[src/rtl/cp0_pkg.sv]
// Shared CP0 timer register map: register numbers, selects and TimerCtl field offsets.
package cp0_pkg;

  localparam logic [4:0] CP0_REG_COUNT    = 5'd9;
  localparam logic [4:0] CP0_REG_COMPARE  = 5'd11;
  localparam logic [4:0] CP0_REG_TIMERCTL = 5'd22;
  localparam logic [4:0] CP0_REG_PERIOD   = 5'd22;

  localparam logic [2:0] CP0_SEL_COUNT       = 3'd0;
  localparam logic [2:0] CP0_SEL_TIMERCTL    = 3'd0;
  localparam int         CP0_SEL_PERIOD_BASE = 1;

  localparam int TCTL_EN_LSB   = 0;
  localparam int TCTL_PER_LSB  = 4;
  localparam int TCTL_PEND_LSB = 8;
  localparam int TCTL_W1C_LSB  = 16;

  function automatic logic reg_hit(input logic [4:0] addr, input logic [2:0] sel,
                                   input logic [4:0] reg_num, input logic [2:0] reg_sel);
    return (addr == reg_num) && (sel == reg_sel);
  endfunction

endpackage

[src/rtl/cp0_timer_chan.sv]
// One compare channel: Compare, optional Period, sticky pending flag and match/reload.
// Periodic reload exists only when CP0_TIMER_AUTORELOAD_EN is defined.
module cp0_timer_chan #(
  parameter int COUNT_W = 32
) (
  input  logic               clk,
  input  logic               rst_n,
  input  logic               cmp_we_i,
  input  logic               per_we_i,
  input  logic [COUNT_W-1:0] wdata_i,
  input  logic               en_i,
  input  logic               periodic_i,
  input  logic               w1c_i,
  input  logic               tick_i,
  input  logic [COUNT_W-1:0] count_inc_i,
  output logic [COUNT_W-1:0] cmp_o,
  output logic [COUNT_W-1:0] per_o,
  output logic               pend_o
);

  logic [COUNT_W-1:0] cmp_q, cmp_d;
  logic               pend_q, pend_d;
  logic               match;
  logic               reload;

  // tick_i is already suppressed on cycles where software writes Count
  assign match = en_i && tick_i && (count_inc_i == cmp_q);

`ifdef CP0_TIMER_AUTORELOAD_EN
  logic [COUNT_W-1:0] per_q;

  assign reload = match && periodic_i;
  assign per_o  = per_q;

  always_ff @(posedge clk or negedge rst_n) begin
    if (!rst_n) per_q <= '0;
    else if (per_we_i) per_q <= wdata_i;
  end
`else
  logic unused_ok;

  assign unused_ok = &{1'b0, per_we_i, periodic_i};
  assign reload    = 1'b0;
  assign per_o     = '0;
`endif

  // Software Compare write beats both reload and pending set; set beats W1C
  always_comb begin
    cmp_d  = cmp_q;
    pend_d = pend_q;
    if (cmp_we_i) begin
      cmp_d  = wdata_i;
      pend_d = 1'b0;
    end else begin
      if (reload) cmp_d = cmp_q + per_o;
      if (match) pend_d = 1'b1;
      else if (w1c_i) pend_d = 1'b0;
    end
  end

  always_ff @(posedge clk or negedge rst_n) begin
    if (!rst_n) begin
      cmp_q  <= '0;
      pend_q <= 1'b0;
    end else begin
      cmp_q  <= cmp_d;
      pend_q <= pend_d;
    end
  end

  assign cmp_o  = cmp_q;
  assign pend_o = pend_q;

endmodule

[src/rtl/cp0_timer_bank.sv]
// CP0 Count with prescaler, NUM_CMP compare channels, TimerCtl and read mux.
// Optional periodic reload: define CP0_TIMER_AUTORELOAD_EN.
module cp0_timer_bank
  import cp0_pkg::*;
#(
  parameter int NUM_CMP = 2,
  parameter int COUNT_W = 32,
  parameter int CNT_DIV = 2
) (
  input  logic               clk,
  input  logic               rst_n,
  input  logic               we,
  input  logic [4:0]         wr_addr,
  input  logic [2:0]         wr_sel,
  input  logic [31:0]        data_i,
  input  logic [4:0]         rd_addr,
  input  logic [2:0]         rd_sel,
  output logic [31:0]        data_o,
  input  logic               count_disable,
  output logic [NUM_CMP-1:0] timer_int,
  output logic               timer_int_any
);

  logic [COUNT_W-1:0] count_q, count_d, count_inc;
  logic               phase_q, phase_d;
  logic [NUM_CMP-1:0] en_q;
  logic [NUM_CMP-1:0] per_mode_q;
  logic               count_wr, tctl_wr, tick, tick_m;
  logic [NUM_CMP-1:0] cmp_we, per_we, w1c, pend;
  logic [COUNT_W-1:0] cmp_w [NUM_CMP];
  logic [COUNT_W-1:0] per_w [NUM_CMP];

  assign count_wr  = we && reg_hit(wr_addr, wr_sel, CP0_REG_COUNT, CP0_SEL_COUNT);
  assign tctl_wr   = we && reg_hit(wr_addr, wr_sel, CP0_REG_TIMERCTL, CP0_SEL_TIMERCTL);
  assign tick      = !count_disable && ((CNT_DIV == 1) || phase_q);
  assign tick_m    = tick && !count_wr;
  assign count_inc = count_q + 1'b1;
  assign w1c       = tctl_wr ? data_i[TCTL_W1C_LSB +: NUM_CMP] : '0;

  always_comb begin
    phase_d = phase_q;
    count_d = count_q;
    if (count_wr) begin
      phase_d = 1'b0;
      count_d = data_i[COUNT_W-1:0];
    end else begin
      if (!count_disable && (CNT_DIV == 2)) phase_d = ~phase_q;
      if (tick) count_d = count_inc;
    end
  end

  always_ff @(posedge clk or negedge rst_n) begin
    if (!rst_n) begin
      count_q    <= '0;
      phase_q    <= 1'b0;
      en_q       <= '0;
      per_mode_q <= '0;
    end else begin
      count_q <= count_d;
      phase_q <= phase_d;
      if (tctl_wr) begin
        en_q <= data_i[TCTL_EN_LSB +: NUM_CMP];
`ifdef CP0_TIMER_AUTORELOAD_EN
        per_mode_q <= data_i[TCTL_PER_LSB +: NUM_CMP];
`endif
      end
    end
  end

  for (genvar k = 0; k < NUM_CMP; k++) begin : g_chan
    assign cmp_we[k] = we && reg_hit(wr_addr, wr_sel, CP0_REG_COMPARE, 3'(k));
`ifdef CP0_TIMER_AUTORELOAD_EN
    assign per_we[k] = we && reg_hit(wr_addr, wr_sel, CP0_REG_PERIOD, 3'(k + CP0_SEL_PERIOD_BASE));
`else
    assign per_we[k] = 1'b0;
`endif
    cp0_timer_chan #(.COUNT_W(COUNT_W)) u_chan (
      .clk        (clk),
      .rst_n      (rst_n),
      .cmp_we_i   (cmp_we[k]),
      .per_we_i   (per_we[k]),
      .wdata_i    (data_i[COUNT_W-1:0]),
      .en_i       (en_q[k]),
      .periodic_i (per_mode_q[k]),
      .w1c_i      (w1c[k]),
      .tick_i     (tick_m),
      .count_inc_i(count_inc),
      .cmp_o      (cmp_w[k]),
      .per_o      (per_w[k]),
      .pend_o     (pend[k])
    );
  end

  // Register contents are all zero under reset, so the read mux needs no reset gate
  always_comb begin
    data_o = '0;
    if (reg_hit(rd_addr, rd_sel, CP0_REG_COUNT, CP0_SEL_COUNT)) begin
      data_o[COUNT_W-1:0] = count_q;
    end else if (rd_addr == CP0_REG_COMPARE) begin
      for (int k = 0; k < NUM_CMP; k++)
        if (rd_sel == 3'(k)) data_o[COUNT_W-1:0] = cmp_w[k];
    end else if (reg_hit(rd_addr, rd_sel, CP0_REG_TIMERCTL, CP0_SEL_TIMERCTL)) begin
      data_o[TCTL_EN_LSB +: NUM_CMP]   = en_q;
      data_o[TCTL_PER_LSB +: NUM_CMP]  = per_mode_q;
      data_o[TCTL_PEND_LSB +: NUM_CMP] = pend;
    end else if (rd_addr == CP0_REG_PERIOD) begin
      for (int k = 0; k < NUM_CMP; k++)
        if (rd_sel == 3'(k + CP0_SEL_PERIOD_BASE)) data_o[COUNT_W-1:0] = per_w[k];
    end
  end

  assign timer_int     = pend;
  assign timer_int_any = |pend;

endmodule

[config.mk]
export PLATFORM = sky130hd
export DESIGN_NAME = cp0_timer_bank
export DESIGN_NICKNAME = d
export VERILOG_FILES = /design/src/rtl/cp0_pkg.sv /design/src/rtl/cp0_timer_chan.sv /design/src/rtl/cp0_timer_bank.sv
export SDC_FILE = /design/constraint.sdc
export NUM_CORES = 1
export LEC_CHECK = 0
export BUFFER_PORTS_ARGS = -buffer_cell sky130_fd_sc_hd__buf_2
export CAP_MARGIN = 5
export CELL_PAD_IN_SITES_DETAIL_PLACEMENT = 0
export CELL_PAD_IN_SITES_GLOBAL_PLACEMENT = 2
export CORE_ASPECT_RATIO = 1.5
export CORE_UTILIZATION = 30
export DETAILED_ROUTE_END_ITERATION = 10
export PLACE_DENSITY_LB_ADDON = 0.1
export SLEW_MARGIN = 25
export SYNTH_ARGS = -nofsm -noshare
export SYNTH_HDL_FRONTEND = slang
export SYNTH_HIERARCHICAL = 1
export SYNTH_SLANG_ARGS = --single-unit
[constraint.sdc]
create_clock -name clk -period 3.4 [get_ports clk]
set_input_delay 0.51 -clock clk [delete_from_list [all_inputs] [get_ports clk]]
set_output_delay 0.51 -clock clk [all_outputs]
set_load 0.03 [all_outputs]
**Word-level counts from Yosys, hierarchy flattened**

Index checks and enable logic that the tools add are counted.

- Register bits after elaboration: 101
- Bits of input ports: 52

- $add $sub $neg: 1
- Eq/ne operators: 11
- Mux-type cells: 18
- Bitwise operators: 1
- Reduce and logical (&&, ||, !) cells: 24

Operators by type and width:

| operator | number |
|---|---|
| 32-bit 2-to-1 mux | 6 |
| 32-bit equality test | 2 |
| 32-bit by 1-bit adder with 32-bit output, second input constant | 1 |
| 5-bit by 4-bit equality test with 1-bit output, second input constant | 4 |
| 1-bit logical AND | 16 |
| 5-bit equality test, second input constant | 2 |
| 1-bit 2-to-1 mux | 8 |
| 2-bit 2-to-1 mux | 4 |
| 3-bit by 1-bit equality test with 1-bit output, second input constant | 2 |
| 3-bit zero test | 2 |
| 3-bit nonzero test | 2 |
| 1-bit zero test | 2 |
| 2-bit by 1-bit inequality test with 1-bit output, second input constant | 1 |
| 2-bit nonzero test | 1 |
| 2-bit OR reduction | 1 |
| 1-bit inverter | 1 |

**Longest topological paths before layout**

Gate-level depths: netlist of the first run.

- Depth in word-level cells: 9
- Mapped depth: 12

**Modules after synthesis**

The synthesis of the first run kept the hierarchy.

By module, submodules not included:

| module | instances | cells an instance | area an instance (um2) |
|---|---|---|---|
| cp0_timer_bank | 1 | 491 | 3,908.7 |
| cp0_timer_chan | 2 | 149 | 1,814.2 |

**Least setup slack after synthesis of the first run**

Ideal clock, no wire load.

- Path type: input-to-output
- From: in rd_sel[0]
- To: out data_o[11]
- Arrival: 1.948 ns
- Slack: 0.942 ns
- Cell stages on the path: 6
- Path through: buf_2 > nor3b_1 > clkbuf_1 > a22oi_1 > o221ai_1 > o21a_1

- Word-level cells in the longest chain between the ends: 5
- Elaborated cells between the ends (all ways): 7

Ends and longest elaborated chain:

| what | RTL line | RTL |
|---|---|---|
| from (decl) | cp0_timer_bank.sv:17 | `input logic [2:0] rd_sel,` |
| 3-bit zero test | cp0_pkg.sv:20, cp0_timer_bank.sv:101 |  |
| 32-bit 2-to-1 mux (2 in a row) | cp0_timer_bank.sv:101 | `if (rd_sel == 3'(k)) data_o[COUNT_W-1:0] = cmp_w[k];` |
| 32-bit 2-to-1 mux | cp0_timer_bank.sv:99 | `end else if (rd_addr == CP0_REG_COMPARE) begin` |
| 32-bit 2-to-1 mux (*) | cp0_timer_bank.sv:97 | `if (reg_hit(rd_addr, rd_sel, CP0_REG_COUNT, CP0_SEL_COUNT)) begin` |
| to (decl) | cp0_timer_bank.sv:18 | `output logic [31:0] data_o,` |

Every way passes the cells marked *; elsewhere a longest branch is shown, timed or not.

**Worst setup path in the final report of the first run**

- From: reg count_q[0]
- To: reg g_chan[0].u_chan.pend_q

- Word-level cells in the longest chain between the ends: 5
- Elaborated cells between the ends (all ways): 6

Ends and longest elaborated chain:

| what | RTL line | RTL |
|---|---|---|
| from (decl) | cp0_timer_bank.sv:24 | `logic [COUNT_W-1:0] count_q, count_d, count_inc;` |
| from (signal assigned) | cp0_timer_bank.sv:59 | `count_q <= count_d;` |
| 32-bit by 1-bit adder with 32-bit output (*) | cp0_timer_bank.sv:37 | `assign count_inc = count_q + 1'b1;` |
| via count_inc[10] | cp0_timer_bank.sv:24 |  |
| 32-bit equality test (*) | cp0_timer_chan.sv:27 | `assign match = en_i && tick_i && (count_inc_i == cmp_q);` |
| 1-bit logical AND (*) | cp0_timer_chan.sv:27 |  |
| 1-bit 2-to-1 mux | cp0_timer_chan.sv:56 | `if (match) pend_d = 1'b1;` |
| 1-bit 2-to-1 mux | cp0_timer_chan.sv:51 | `if (cmp_we_i) begin` |
| to (signal assigned) | cp0_timer_chan.sv:67 | `pend_q <= pend_d;` |
| to (decl) | cp0_timer_chan.sv:22 | `logic pend_q, pend_d;` |

The timed path passes the listed nets; every way through them passes the cells marked *.
A chain may end at the register's enable or synchronous reset.

==> results.md, run 1 <==
Outcome:
- The run finished with clean final reports.

Critical path:
- The number of buffers and inverters on the critical path is 0.
- The worst stage delay on the critical path is 440 ps.
- The type of the worst setup path is register to register.
- The path depth of the worst reg2reg path is 10.
- The nature of the critical path startpoint is a register.
- The origin of the worst setup path is count_q[0].
- The critical register-to-register path startpoint is count_q[0].
- Walking the worst path, the cells encountered are ha_1, nand2_1, nor2_1, and4_1, xor2_1, xnor2_1, nand4_1, nor4_1, nand4_1, o21ai_1.
- The setup slack on the worst flop-to-flop path is 550 ps.
- The data arrival time at the worst-slack endpoint is 3140 ps.
- At the worst endpoint, the required time is 3690 ps.
- The endpoint of the worst register-to-register path is g_chan[0].u_chan/pend_o.
- The type of element capturing the critical path is a register.
- The largest delay contributor family on the critical path is simple AND/OR/NAND/NOR gates.
- On the critical path, the stage with the largest delay is an instance of dfrtp_1.
- Among the stages of the critical path, the cell type that occurs most often is nand4_1.
- The largest fanout on the critical path is 5.

Timing:
- The number of pins with negative max-slew slack in the final report is 0.
- In the final timing run, aggregate negative setup slack is 0 ps.
- The slew at the pin with the worst max-slew slack is 724.9 ps.
- The count of endpoints failing setup in the final report is 0.
- Setup repair after global routing left no endpoint under its margin.
- The maximum frequency from static timing analysis is 351.0 MHz.
- The time the final worst path needs with I/O delays and setup is 2849 ps.
- The post-layout worst setup margin is 550.8 ps.
- The worst relative slew slack is 51.31%.
- The clock skew is 7.605 ps.
- After layout, the worst path uses 83.80% of the clock period.
- The number of hold-slack violations in the final timing report is 0.

Power and ir drop:
- The design draws 3.174 mW.
- The static power due to leakage is 3.558 nW.
- In this run the power density over the cells is 382.0 nW/um2.
- The peak supply drop is 0.0001894 V.

Die:
- The width of the die is 131.4 um.
- The area inside the core boundary is 24520 um2.
- The overall die height is 196.1 um.
- The initial standard-cell utilization of the core is 30.72%.
- The floorplan die area is 25760 um2.
- For this design the top-level I/O count stands at 87.
- Row generation in the floorplan step produced 70 rows.

Final layout:
- Leaving out fill and tap cells, the most frequent cell in the layout is dfrtp_1.
- In the final layout, the share of cells above drive strength 1 is 24.20%.
- In the final design database the tool counted 895 nets.
- The number of antenna diodes in the final layout is 0.
- In the layout the commonest cells are 101 x dfrtp_1, 85 x buf_2, 82 x xnor2_1.
- The area growth from synthesis to layout is 10.30%.

CTS:
- The post-cts repair resize count is 0.
- The H-tree was split into 3 levels.
- The clock tree root buffer cell is clkbuf_16.
- The clock latency at the later pin of the worst-skew pair is 360 ps.
- The total setup buffers inserted after CTS is 0.
- The number of hold-repair buffers added at the cts stage is 0.
- Counting along the longest clock path gives a buffer depth of 2.
- For this design, the sink count on the clock tree is 101.
- Clock tree synthesis inserted a total of 9 buffers.
- Clock-pin slew was measured on the worst setup and hold paths at 70 ps.
- TritonCTS built the clock tree.

Route:
- The final layout contains routed wiring with a total length of 26.18 mm.
- The number of DRC markers after the initial detailed-route iteration is 286.
- The detail-routed net length per standard cell is 22.35 um.
- The residual DRC count is 0.
- The antenna violation net count after detailed routing is 0.
- The number of iterations in the first detailed-routing pass is 4.
- After detailed routing, the number of vias per cell comes to 5.052.
- The total via count in the routed design is 5916.

Global route:
- The via count of the first global-routing pass came to 6326.
- The pin count of the biggest net entering global routing is 65.
- The initial antenna violation count was 0.
- Global routing consumed, over all layers together, 20.95% of the routing resources.
- Summed over all layers, the global routing overflow is 0.
- The first global-routing pass estimated 39.85 mm of wire.

Synth:
- The average size of a mapped cell is 9.560 um2.
- The mapped netlist covers 7533 um2.
- The Yosys warning count is 10.
- The post-synthesis cell count is 788.

Job:
- Across the run, the number of max-cap violations was 0.

Place:
- In this run the tool buffered the top-level ports with 86 buffer cells.
- The worst slack at placement is 548.8 ps.
- The routability congestion estimate from global placement is 0.8288.
- Summed over all nets, the half-perimeter wirelength after detailed placement is 18.72 mm.

Worst hold path:
- The worst hold path belongs to the class input port to asynchronous set/reset pin.
-- cell type report --
class                           count  area (um2)
Fill cell                        2632       16210
Multi-Input combinational cell    620        4446
Sequential cell                   101        2527
Timing Repair Buffer              105       620.6
Tap cell                          324       405.4
Clock buffer                       16       291.5
Inverter                            5       18.77
-- worst max-delay path by stage --
stage                               to  slack [ps]  cells past startpoint
3_3_place_gp   g_chan[1].u_chan/pend_o         490                     10
3_5_place_dp   g_chan[0].u_chan/pend_o         550                     11
4_1_cts        g_chan[0].u_chan/pend_o         510                     11
5_1_grt        g_chan[1].u_chan/pend_o         210                     10
6_report       g_chan[0].u_chan/pend_o         550                     10
2_1_floorplan               data_o[11]         940                      6
-- where the power goes --
part | leakage (nW) | switching (mW) | total (mW) | internal, mW
Combinational | 2.05 | 0.409 | 0.693 | 0.285
Clock | 0.143 | 0.470 | 1.05 | 0.579
Sequential | 1.37 | 0.145 | 1.43 | 1.29
-- sequential cells by signal, indices dropped and copies added (netlist names) --
register              cells
count_q                  32
en_q                      2
g_chan.u_chan/cmp_o      64
g_chan.u_chan/pend_o      2
phase_q                   1
-- worst register-to-register path: stages (launching register included) --
cell     delay (ps)
dfrtp_1         440
ha_1            260
nand2_1         110
nor2_1          340
and4_1          350
xor2_1          280
xnor2_1         260
nand4_1         170
nor4_1          280
nand4_1         130
o21ai_1         160
-- metrics by stage --
stage,instances,hold slack (ps),cell area [um2],util [%]
3_5_place_dp,1154,534.0,7990,32.58
5_1_grt,1171,162.0,8309,33.88
4_1_cts,1170,138.3,8282,33.77
3_3_place_gp,1154,528.8,7990,32.58
6_report,1171,128.8,8309,33.88
2_1_floorplan,850,214.4,7766,-
-- per-layer routing --
metal | global-route usage (%) | up-vias | wire [um]
li1 | - | 2828 | -
met1 | 26.18 | 2895 | 11230
met2 | 36.15 | 158 | 13130
met3 | 2.377 | 35 | 998
met4 | 9.388 | 0 | 821
met5 | 0 | - | 0
Power figures use the tool's default switching activity.
==> inputs of run 2 (changes only) <==
==> constraint.sdc (replaced) <==
create_clock -name clk -period 2.96 [get_ports clk]
set_input_delay 0.444 -clock clk [delete_from_list [all_inputs] [get_ports clk]]
set_output_delay 0.444 -clock clk [all_outputs]
set_load 0.03 [all_outputs]
==> run 2 against run 1 <==
Net effect:
- cell area is 3.0% higher
- clock-buffer cell count is 4 lower
- cell count grew 1.9%
- first-iteration DRC count rose by 12%
- die area unchanged
- global-route usage is 0.93 points higher
- combinational power increased by 27%
- non-clock buffer count rose by 22
- sequential power rose by 13%
- via count up 3.4%
- largest power group unchanged
- sequential share of layout area decreased by 0.86 points
==> results.md, run 2 (synthesis gave the netlist of run 1 again) <==
CTS:
- The clock latency at the later pin of the worst-skew pair is 370 ps (about the same).
- The clock tree root buffer cell is clkbuf_16.
- The number of buffers created by CTS came to 9 (unchanged).
- TritonCTS built the clock tree.
- The number of hold-repair buffers added at the cts stage was 0 (unchanged).
- The CTS H-tree depth is 3 (unchanged).
- The maximum count of clock buffers along a single path is 2 (unchanged).
- The clock net sink count is 101 (unchanged).
- The clock slew seen by the registers of the worst setup and hold paths is 70 ps (about the same).

Critical path:
- The endpoint of the worst register-to-register path is g_chan[1].u_chan/pend_o.
- The critical path in this run is classified as register to register.
- In this run the worst setup path begins at count_q[9].
- The setup slack on the worst flop-to-flop path is 140 ps (-410 ps).
- The nature of the critical path startpoint is a register.
- The type of element capturing the critical path is a register.
- The data arrival time at the worst-slack endpoint was 3110 ps (-30 ps).
- The worst register-to-register path begins at count_q[9].
- The largest fanout on the critical path came to 11 (+6).
- The path depth of the worst reg2reg path was 11 (+1).
- The critical path required time is 3250 ps (-440 ps).

Final layout:
- The number of filler instances in the final layout is 2587 (-1.7%).
- The final design instance area without fill is 8561 um2 (+3.0%).
- The leading cell type in the layout, fill and taps excluded is dfrtp_1.
- The final cell count without fillers is 1193 (+1.9%).
- In the layout the commonest cells are 99 x dfrtp_1, 85 x buf_2, 79 x xnor2_1.
- The number of flip-flops under the largest register name is 64 (unchanged).
- From synthesis to final layout, the design area changed by 13.64%.
- The post-layout net count is 917 (+2.5%).
- The fraction of final layout cells with drive strength greater than 1 came to 27.73% (+3.5 points).
- The number of diodes added for antenna fixing was 0 (unchanged).

Job:
- The max-capacitance violation count was 0 (unchanged).

Timing:
- The fraction of the cycle the final worst path needs is 95.34% (+12 points).
- The post-layout worst setup margin is 137.8 ps (-413.0 ps).
- The time the final worst path needs with I/O delays and setup was 2822 ps (-27.03 ps).
- The clock skew came to 8.129 ps (+0.5242 ps).
- Setup repair after global routing left no endpoint under its margin.
- The maximum frequency from static timing analysis is 354.3 MHz (+0.96%).
- The number of pins with negative max-slew slack in the final report is 0 (unchanged).
- The count of endpoints failing setup in the final report is 0 (unchanged).
- The worst relative slew slack is 37.47% (-14 points).
- The number of hold-slack violations in the final timing report is 0 (unchanged).
- The slew at the pin with the worst max-slew slack came to 935.9 ps (+211.1 ps).

Route:
- The met2 wirelength from detailed routing is 14.67 mm (+12%).
- The detail-routed net length per standard cell is 22.73 um (+1.7%).
- The antenna violation net count after detailed routing was 0 (unchanged).
- The total met3 wirelength after detailed routing is 829 um (-17%).
- The detailed-routing wirelength on met1 is 11.18 mm (-0.38%).
- The top layer reached by signal wires is met4.
- The wire length reported by the detailed router is 27.12 mm (+3.6%).
- The residual DRC count is 0 (unchanged).
- The number of iterations in the first detailed-routing pass is 5 (+1).
- The total via count in the routed design is 6116 (+3.4%).
- The number of DRC markers after the initial detailed-route iteration is 321 (+12%).
- The via-per-instance ratio is 5.127 (+1.5%).

Place:
- The half-perimeter wire length after placement is 19.90 mm (+6.3%).
- The area of placed instances is 8163 um2 (+2.2%).
- The number of instances in the placed design is 1177 (+2.0%).
- The routability congestion estimate from global placement came to 0.9013 (+8.7%).
- The worst slack at placement came to -328.6 ps (-877.4 ps).
- The number of buffers inserted by port buffering is 86 (unchanged).

Global route:
- The global-route wire length before repair is 41.71 mm (+4.7%).
- The pin count of the biggest net entering global routing is 65 (unchanged).
- The global routing usage summed across all routing layers came to 21.88% (+0.93 points).
- The via count of the first global-routing pass came to 6526 (+3.2%).
- The leftover overflow at the end of global routing is 0 (unchanged).
- The initial antenna violation count is 0 (unchanged).

Die:
- The total number of placement rows is 70 (unchanged).
- The width of the die is 131.4 um (unchanged).
- The number of top-level pins is 87 (unchanged).
- The initial standard-cell utilization of the core came to 30.72% (unchanged).
- The area inside the core boundary was 24520 um2 (unchanged).
- The floorplan die area is 25760 um2 (unchanged).
- The overall die height is 196.1 um (unchanged).

Power and ir drop:
- The peak supply drop is 0.0003004 V (+59%).
- The power density over cell area is 448.2 nW/um2 (+17%).
- The static power due to leakage is 3.710 nW (+4.3%).

Worst hold path:
- The path class of the lowest-slack min-delay path is input port to asynchronous set/reset pin.

Outcome:
- The run finished with clean final reports.
run 2: cell count changes in the layout (fill, tap and decap cells not counted), sizes merged:
cell    change
buf        +22
clkinv      +2
clkbuf      -4
bufinv      +2
run 2: critical path: stages (launching register included):
cell	delay (ps)
dfrtp_1	370
buf_4	190
and4_4	260
nand3_2	110
buf_4	220
nor4_4	390
xor2_2	280
xnor2_2	210
nand4_1	220
nor3_1	240
nand4_1	130
o21ai_1	130
run 2: cell type report:
cell class                 count  area [um2]  share of cell area (%)
multi-input combinational    620        4514                   52.73
sequential                   101        2530                   29.55
timing repair buffer         127       765.7                   8.945
tap                          324       405.4                   4.735
clock buffer                  12       256.5                   2.996
clock inverter                 4       70.07                  0.8185
inverter                       5       18.77                  0.2192
run 2: through the flow:
stage | hold slack (ps) | setup TNS (ps) | utilization, % | total power [mW]
floorplan | 148.4 | 0 | - | 2.214
global placement | 539.3 | -725.6 | 33.29 | 2.501
detailed placement | 550.0 | -655.8 | 33.29 | 2.505
CTS | 196.1 | 0 | 34.82 | 3.878
global route | 227.5 | 0 | 34.91 | 4.021
finish | 170.3 | 0 | 34.91 | 3.837
run 2: power breakdown:
group	switching, mW	internal [mW]
combinational	0.516	0.362
sequential	0.130	1.48
clock	0.565	0.786
total	1.21	2.63
run 2: how the worst max path moves through the flow:
stage,end
floorplan,g_chan[0].u_chan/pend_o
global placement,g_chan[1].u_chan/pend_o
detailed placement,g_chan[1].u_chan/pend_o
CTS,g_chan[1].u_chan/pend_o
global route,g_chan[1].u_chan/pend_o
finish,g_chan[1].u_chan/pend_o
run 2: per-layer routing:
metal	GRT usage, %	vias up
met5	0	-
met1	26.18	3089
met3	2.274	19
met4	6.374	0
met2	40.92	135
li1	-	2873
run 2: timing repair:
action / 4_1_cts / 5_1_grt
resized for setup: 7 / 6
pin swaps: 0 / 2
endpoints found under the setup margin: 2 / 2
buffers inserted: 0 / 0
